`src/rtl/mult_pkg.sv`:
```
// Shared definitions for the matrix-vector multiplier datapath and its operand loader.
//
// Contents:
//   DEF_BIT / DEF_M / DEF_N  default element width, columns of A (length of x), rows of A
//   TOTAL                    slots per frame for the defaults (N*M matrix + M vector)
//   IDX_W                    slot index width for the defaults
//   state_t                  loader state encoding (LOAD=0, FULL=1)
//   idx_width()              index width for an arbitrary slot count
package mult_pkg;

    localparam int unsigned DEF_BIT = 3;
    localparam int unsigned DEF_M   = 4;
    localparam int unsigned DEF_N   = 2;

    // Index width for a given slot count; never narrower than one bit.
    function automatic int unsigned idx_width(input int unsigned slots);
        return (slots <= 1) ? 1 : $clog2(slots);
    endfunction

    localparam int unsigned TOTAL = DEF_N * DEF_M + DEF_M;
    localparam int unsigned IDX_W = idx_width(TOTAL);

    typedef enum logic {
        LOAD = 1'b0,
        FULL = 1'b1
    } state_t;

endpackage

```
`src/rtl/contador_slots.sv`:
```
// Slot index counter for the operand loader.
//
// Ports:
//   clk       in   1      rising-edge clock
//   rst       in   1      asynchronous active-high reset (clears idx)
//   inc       in   1      advance idx by one
//   load      in   1      synchronous load of load_val (takes priority over inc)
//   load_val  in   Width  value loaded when load is high
//   idx       out  Width  current slot index
//   terminal  out  1      idx is the last slot (Last)
module contador_slots #(
    parameter int unsigned Width = 4,
    parameter int unsigned Last  = 11
) (
    input  logic             clk,
    input  logic             rst,
    input  logic             inc,
    input  logic             load,
    input  logic [Width-1:0] load_val,
    output logic [Width-1:0] idx,
    output logic             terminal
);

    logic [Width-1:0] idx_q;
    logic [Width-1:0] idx_d;

    always_comb begin
        idx_d = idx_q;
        if (load) begin
            idx_d = load_val;
        end else if (inc) begin
            idx_d = idx_q + Width'(1);
        end
    end

    always_ff @(posedge clk or posedge rst) begin
        if (rst) begin
            idx_q <= '0;
        end else begin
            idx_q <= idx_d;
        end
    end

    assign idx      = idx_q;
    assign terminal = (idx_q == Width'(Last));

endmodule

```
`src/rtl/cargador_operandos.sv`:
```
// Operand loader feeding the combinational matrix-vector multiplier.
//
// Collects Bit-wide elements, one per din handshake, into an N*M matrix bus and an M vector
// bus, then holds both stable with ops_valid until the consumer raises ops_ready.
//
// Ports:
//   clk        in   1        rising-edge clock
//   rst        in   1        asynchronous active-high reset
//   din        in   Bit      operand element
//   din_valid  in   1        din is valid
//   din_sof    in   1        din is slot 0 of a new frame
//   din_ready  out  1        loader accepts din (registered)
//   mat_a      out  N*M*Bit  packed matrix, slot s at [s*Bit +: Bit] (row s/M, col s%M)
//   vec_x      out  M*Bit    packed vector, element j at [j*Bit +: Bit]
//   ops_valid  out  1        mat_a/vec_x hold a complete frame
//   ops_ready  in   1        consumer takes the frame
//   frame_err  out  1        one-cycle pulse: din_sof accepted mid-frame
module cargador_operandos
    import mult_pkg::*;
#(
    parameter int unsigned Bit = DEF_BIT,
    parameter int unsigned M   = DEF_M,
    parameter int unsigned N   = DEF_N
) (
    input  logic             clk,
    input  logic             rst,
    input  logic [Bit-1:0]   din,
    input  logic             din_valid,
    input  logic             din_sof,
    output logic             din_ready,
    output logic [N*M*Bit-1:0] mat_a,
    output logic [M*Bit-1:0] vec_x,
    output logic             ops_valid,
    input  logic             ops_ready,
    output logic             frame_err
);

    localparam int unsigned NSLOTS   = N * M + M;
    localparam int unsigned IDX_BITS = idx_width(NSLOTS);

    state_t state_q;
    state_t state_d;

    logic                    din_ready_q;
    logic                    frame_err_q;
    logic [NSLOTS*Bit-1:0]   regs_q;
    logic [NSLOTS*Bit-1:0]   regs_d;

    logic [IDX_BITS-1:0]     idx;
    logic                    terminal;
    logic                    accept;
    logic                    resync;
    logic                    cnt_inc;
    logic                    cnt_load;
    logic [IDX_BITS-1:0]     cnt_val;
    logic [IDX_BITS-1:0]     wr_slot;

    // din_ready is a flop, so accept can only happen in LOAD.
    assign accept = din_valid & din_ready_q;
    assign resync = accept & din_sof;

    // A start-of-frame marker always lands in slot 0, abandoning any partial frame.
    assign wr_slot  = resync ? '0 : idx;
    assign cnt_load = accept & (din_sof | terminal);
    assign cnt_val  = din_sof ? IDX_BITS'(1) : '0;
    assign cnt_inc  = accept & ~cnt_load;

    contador_slots #(
        .Width (IDX_BITS),
        .Last  (NSLOTS - 1)
    ) u_contador_slots (
        .clk      (clk),
        .rst      (rst),
        .inc      (cnt_inc),
        .load     (cnt_load),
        .load_val (cnt_val),
        .idx      (idx),
        .terminal (terminal)
    );

    // Operand register file: one write port addressed by wr_slot.
    always_comb begin
        regs_d = regs_q;
        for (int s = 0; s < int'(NSLOTS); s++) begin
            if (accept && (wr_slot == IDX_BITS'(s))) begin
                regs_d[s*Bit +: Bit] = din;
            end
        end
    end

    // FSM: state register.
    always_ff @(posedge clk or posedge rst) begin
        if (rst) begin
            state_q <= LOAD;
        end else begin
            state_q <= state_d;
        end
    end

    // FSM: next state.
    always_comb begin
        state_d = state_q;
        case (state_q)
            LOAD: begin
                // A resync write goes to slot 0, so it never completes a frame.
                if (accept && !din_sof && terminal) begin
                    state_d = FULL;
                end
            end
            FULL: begin
                if (ops_ready) begin
                    state_d = LOAD;
                end
            end
            default: state_d = LOAD;
        endcase
    end

    // FSM: outputs.
    always_comb begin
        ops_valid = (state_q == FULL);
        din_ready = din_ready_q;
        frame_err = frame_err_q;
        mat_a     = regs_q[N*M*Bit-1:0];
        vec_x     = regs_q[NSLOTS*Bit-1:N*M*Bit];
    end

    // Handshake and data registers. din_ready is held low through reset and rises on the
    // first edge afterwards because it follows the next state rather than the current one.
    always_ff @(posedge clk or posedge rst) begin
        if (rst) begin
            din_ready_q <= 1'b0;
            frame_err_q <= 1'b0;
            regs_q      <= '0;
        end else begin
            din_ready_q <= (state_d == LOAD);
            frame_err_q <= resync & (idx != '0);
            regs_q      <= regs_d;
        end
    end

endmodule

```
`config.mk`:
```
export PLATFORM = sky130hd
export DESIGN_NAME = cargador_operandos
export DESIGN_NICKNAME = d
export VERILOG_FILES = /design/src/rtl/mult_pkg.sv /design/src/rtl/contador_slots.sv /design/src/rtl/cargador_operandos.sv
export SDC_FILE = /design/constraint.sdc
export NUM_CORES = 1
export LEC_CHECK = 0
export ABC_AREA = 1
export CELL_PAD_IN_SITES_DETAIL_PLACEMENT = 2
export CELL_PAD_IN_SITES_GLOBAL_PLACEMENT = 2
export CORE_UTILIZATION = 28
export CTS_CLUSTER_DIAMETER = 30
export CTS_CLUSTER_SIZE = 30
export DETAILED_ROUTE_END_ITERATION = 10
export PLACE_DENSITY = 0.8
export SYNTH_ARGS = -nofsm -noshare
export SYNTH_HDL_FRONTEND = slang
export SYNTH_SLANG_ARGS = --single-unit
```
`constraint.sdc`:
```
create_clock -name clk -period 1.8 [get_ports clk]
set_clock_uncertainty 0.05 [all_clocks]
set_input_delay 0.36 -clock clk [delete_from_list [all_inputs] [get_ports clk]]
set_output_delay 0.36 -clock clk [all_outputs]
set_load 0.05 [all_outputs]
```
==> flow_metrics.env, run 1 <==
export IMPL_status="completed"
export IMPL_syn_nets=229
export IMPL_hold_ws_ns=0.3755
export IMPL_drv_slew=0
export IMPL_r2r_slack_ns=0.31
export IMPL_crit_path_start_kind="input port"
export IMPL_cts_sinks=43
export IMPL_min_period_ns=1.578
export IMPL_yosysWarningCount=0
export IMPL_place_ws_ns=-0.09301
export IMPL_synth_area_leaders="dfrtp_1 58%, nand2_1 17%, o21ai_0 7.3%"
export IMPL_ir_drop_mv=0.7686
export IMPL_gp_congestion=0.8158
export IMPL_synth_top_area_cell="dfrtp_1"
export IMPL_design_core_area_um2=6386
export IMPL_path_max_fanout=9
export IMPL_cts_made_buffers=5
export IMPL_cts_setup_buffers=0
export IMPL_relSlewSlack=0.7839
export IMPL_ys_seq_elements=43
export IMPL_placedCellCount=352
export IMPL_instances_no_fill=360
export IMPL_clock_root_buffer="clkbuf_8"
export IMPL_nets=292
export IMPL_wirelength_um=5427
export IMPL_fillerInstances=728
export IMPL_grt_pass1_wl_um=9252
export IMPL_syn_area_per_cell_um2=8.501
export IMPL_yosysMostFrequentCell="nand2_1"
export IMPL_finalWorstSetupSlack_ns=0.2216
export IMPL_synth_cells=219
export IMPL_p_per_area_nw_per_um2=1862
export IMPL_fin_tns_setup_ns=0
export IMPL_min_path_type="input port to async pin"
export IMPL_antennaDiodeCount=0
export IMPL_antenna_found_initial=0
export IMPL_die_w_um=83.54
export IMPL_crit_arrival_ns=1.71
export IMPL_rsz0062_at_grt="false"
export IMPL_cts_tree="yes"
export IMPL_drt_iter0_markers=47
export IMPL_initial_utilization=0.2915
export IMPL_die_h_um=83.54
export IMPL_maxCapViolCount=0
export IMPL_cp_required_ns=1.94
export IMPL_grt_max_degree=44
export IMPL_drt_pass1_iter_count=4
export IMPL_via_per_inst=4.764
export IMPL_hpwl_um=4095
export IMPL_port_buffers=46
export IMPL_ys_flop_type="dfrtp_1"
export IMPL_io_pins=47
export IMPL_dieArea_um2=6979
export IMPL_clock_path_buffers=2
export IMPL_p_leak_nw=1.370
export IMPL_cts_resized=0
export IMPL_num_vias=1715
export IMPL_syn_to_final_growth_pct=35.21
export IMPL_final_area_um2=2517
export IMPL_rows=29
export IMPL_grt_overflow_total=0
export IMPL_clock_fmax_ghz=0.6335
export IMPL_ant_nets=0
export IMPL_post_route_util=0.3942
export IMPL_report_final_hold_viol_count=0
export IMPL_cp_end_kind="flop"
export IMPL_synth_area_um2=1862
export IMPL_clk_pin_slew_ns=0.09
export IMPL_period_share=0.8769
export IMPL_grt_pass1_vias=1836
export IMPL_drc=0
export IMPL_setup_violations=0
export IMPL_grt_usage=0.1669
export IMPL_layout_drive_gt1_share=0.2509
export IMPL_synth_seq_area_share=0.5780
export IMPL_wl_per_cell_um=15.08
export IMPL_crit_type="input port to flop"
export IMPL_cts_max_level=2
export IMPL_dpl_cell_area_um2=2417
export IMPL_synthDistinctLibCells=16
export IMPL_synth_edf_count=0
export IMPL_tightest_slew_ns=0.3242
export IMPL_synthTopCellsByCount="83 x nand2_1, 43 x dfrtp_1, 27 x o21ai_0, 18 x nand3_1, 15 x inv_1"
export IMPL_async_flop_share=1.000
export IMPL_yosysTopAreaCellShare=0.5780
export IMPL_clock_latency_ns=0.30
export IMPL_report_power_total_mw=4.687
export IMPL_hold_buffers=0
==> worst max-delay path, cell delays in order <==
cell and delay [ns]:
clkdlybuf4s50_1 0.56, nand2_2 0.12, inv_1 0.11, nand2_2 0.13
nand2_1 0.18, nand2_1 0.11, nand2_1 0.08, nand2_1 0.05
==> cell usage in the layout (no fill, tap or decap), types with 3 or more instances in the layout <==
cell / instances
nand2_1: 83
buf_4: 54
dfrtp_1: 43
o21ai_0: 27
nand3_1: 18
inv_1: 15
nor2_1: 13
clkbuf_8: 7
clkdlybuf4s50_1: 7
nor2_2: 4
a21oi_1: 3
==> final timing paths <==
kind                                         start  cells after the start                 endpoint
hold reg to reg                          regs_q[1]                      2                regs_q[1]
min in group clk                         regs_q[1]                      2                regs_q[1]
setup / recovery                         din_valid                      8                regs_q[2]
setup reg to reg           u_contador_slots.idx[3]                      6                regs_q[2]
hold / removal                                 rst                      3  u_contador_slots.idx[3]
max in group asynchronous                      rst                      3               regs_q[27]
==> registers in the layout (all words and copies together), names as in the netlist <==
name and cells:
din_ready 1, u_contador_slots.idx 4, frame_err 1, ops_valid 1, regs_q 36
==> logic make-up (layout without fill, tap and decap cells) <==
| group | Yosys count | in the layout | synth area share |
|---|---|---|---|
| fa+ha+maj | 2 | 2 | 0.01344 |
| buf+inv | 21 | 85 | 0.04973 |
| compound gates | 31 | 31 | 0.08535 |
| flops | 43 | 43 | 0.5780 |
| simple gates | 122 | 122 | 0.2735 |
==> where the power goes <==
part	internal (mW)	total (mW)	switching, mW	leakage (nW)
clock	0.351	0.683	0.333	0.0515
sequential	1.31	1.56	0.243	0.559
combinational	0.684	2.45	1.76	0.760
==> final cells by class <==
type                       instances  area (um^2)  area share
multi-input combinational        155        693.2      0.2753
tap                               77        96.34     0.03827
sequential                        43         1076      0.4274
timing repair buffer              62        495.5      0.1968
inverter                          15        56.30     0.02237
clock buffer                       8        100.1     0.03976
==> per-layer routing <==
metal | global-route usage | routed length [um] | vias up
li1 | - | - | 820
met1 | 0.2157 | 2547 | 853
met2 | 0.2884 | 2663 | 39
met3 | 0.02572 | 173 | 3
met4 | 0.05085 | 43 | 0
met5 | 0 | 0 | -
Note: power is estimated with default switching activity, not from simulation.
==> run 2, diff against run 1 <==
CAP_MARGIN = 30   (was default)
CORE_MARGIN = 2   (was default)
MAX_ROUTING_LAYER = met4   (was default)
==> flow_metrics.env, run 2 (synthesized netlist as in run 1, its figures left out) <==
export IMPL_status="completed"
export IMPL_mostFrequentLayoutCells="83 x nand2_1, 54 x buf_4, 43 x dfrtp_1"
export IMPL_crit_family="buffers and inverters"
export IMPL_cp_required_ns=1.94
export IMPL_cts_max_level=2
export IMPL_dpl_cell_area_um2=2417
export IMPL_crit_arrival_ns=1.71
export IMPL_ir_drop_mv=0.8983
export IMPL_design_core_area_um2=6386
export IMPL_reg2reg_depth=6
export IMPL_final_area_um2=2517
export IMPL_crit_path_start_kind="input port"
export IMPL_grt_pass1_wl_um=9439
export IMPL_ant_nets=0
export IMPL_top_register="regs_q"
export IMPL_nets=292
export IMPL_p_per_area_nw_per_um2=1869
export IMPL_drt_pass1_iter_count=3
export IMPL_antennaDiodeCount=0
export IMPL_layout_commonest_cell="nand2_1"
export IMPL_min_path_type="input port to async pin"
export IMPL_cp_end_kind="flop"
export IMPL_crit_buf_inv=2
export IMPL_rsz0062_at_grt="false"
export IMPL_gp_congestion=0.7276
export IMPL_grt_max_degree=44
export IMPL_cts_tree="yes"
export IMPL_setup_violations=0
export IMPL_report_final_hold_viol_count=0
export IMPL_min_period_ns=1.574
export IMPL_clock_latency_ns=0.30
export IMPL_path_depth=7
export IMPL_cts_sinks=43
export IMPL_drt_iter0_markers=55
export IMPL_initial_utilization=0.2915
export IMPL_startpoint="din_valid"
export IMPL_grt_pass1_vias=1840
export IMPL_hpwl_um=4129
export IMPL_period_share=0.8747
export IMPL_grt_overflow_total=0
export IMPL_drc=0
export IMPL_hold_ws_ns=0.3632
export IMPL_clock_fmax_ghz=0.6351
export IMPL_maxCapViolCount=0
export IMPL_wirelength_um=5643
export IMPL_cts_resized=0
export IMPL_cpMostUsedCell="nand2_1"
export IMPL_via_per_inst=4.731
export IMPL_crit_end="regs_q[1]"
export IMPL_layout_drive_gt1_share=0.2509
export IMPL_cts_made_buffers=5
export IMPL_hold_buffers=0
export IMPL_antenna_found_initial=0
export IMPL_clock_root_buffer="clkbuf_8"
export IMPL_cp_cell_sequence="clkdlybuf4s50_1, nand3_1, buf_4, nand2_1, nand2_1, nand2_1, nand2_1"
export IMPL_largest_register_ffs=36
export IMPL_cpPeakStageDelay_ns=0.54
export IMPL_io_pins=47
export IMPL_cts_setup_buffers=0
export IMPL_path_max_fanout=5
export IMPL_grt_usage=0.1713
export IMPL_worstReg2RegStart="u_contador_slots.idx[3]"
export IMPL_port_buffers=46
export IMPL_slowest_stage="clkdlybuf4s50_1"
export IMPL_post_route_util=0.3942
export IMPL_wl_per_cell_um=15.68
export IMPL_num_vias=1703
export IMPL_tightest_slew_ns=0.3662
export IMPL_relSlewSlack=0.7558
export IMPL_die_w_um=85.54
export IMPL_fillerInstances=751
export IMPL_clk_pin_slew_ns=0.08
export IMPL_clock_path_buffers=2
export IMPL_die_h_um=85.54
export IMPL_reg2reg_to="regs_q[1]"
export IMPL_p_leak_nw=1.370
export IMPL_syn_to_final_growth_pct=35.21
export IMPL_drv_slew=0
export IMPL_dieArea_um2=7317
export IMPL_crit_type="input port to flop"
export IMPL_rows=29
export IMPL_r2r_slack_ns=0.30
-- run 2: cell counts in the layout (fill, tap and decap cells not counted) --
Identical to the previous run, type by type.
-- run 2: power by group --
part | switching, mW | total, mW | internal, mW
Sequential | 0.235 | 1.55 | 1.31
Combinational | 1.78 | 2.47 | 0.687
Clock | 0.335 | 0.686 | 0.351
-- run 2: how the worst min path moves through the flow --
stage                       endpoint  depth (start not counted)  startpoint
final                     regs_q[17]                          3         rst
after global routing      regs_q[20]                          3         rst
after CTS                  din_ready                          3         rst
after detailed placement   regs_q[2]                          2   regs_q[2]
after global placement     regs_q[2]                          2   regs_q[2]
after floorplan            din_ready                          2   ops_ready
-- run 2: tightest hold or removal path: cells and delay by family --
kind	cells	cell delay [ns]
buffers and inverters	3	0.72
-- run 2: cell type report --
cell class / instances / area [um^2] / share of cell area
Inverter: 15 / 56.30 / 0.02237
Sequential cell: 43 / 1076 / 0.4274
Timing Repair Buffer: 62 / 495.5 / 0.1968
Tap cell: 77 / 96.34 / 0.03827
Multi-Input combinational cell: 155 / 693.2 / 0.2753
Clock buffer: 8 / 100.1 / 0.03976
-- run 2: through the flow --
stage	power (mW)	cells	TNS, ns	setup WS, ns
2_1_floorplan	3.190	219	0	0.2155
3_3_place_gp	3.965	352	-0.3060	-0.04385
3_5_place_dp	4.056	352	-1.327	-0.09443
4_1_cts	4.771	360	0	0.2034
5_1_grt	5.001	360	0	0.1200
6_report	4.706	360	0	0.2256
-- run 2: layer usage --
metal | share of wire | GRT usage | wire, um
met5 | 0 | - | 0
met4 | 0.016 | 0.05628 | 91
met3 | 0.038 | 0.03561 | 217
met2 | 0.50 | 0.2841 | 2813
met1 | 0.45 | 0.2093 | 2521
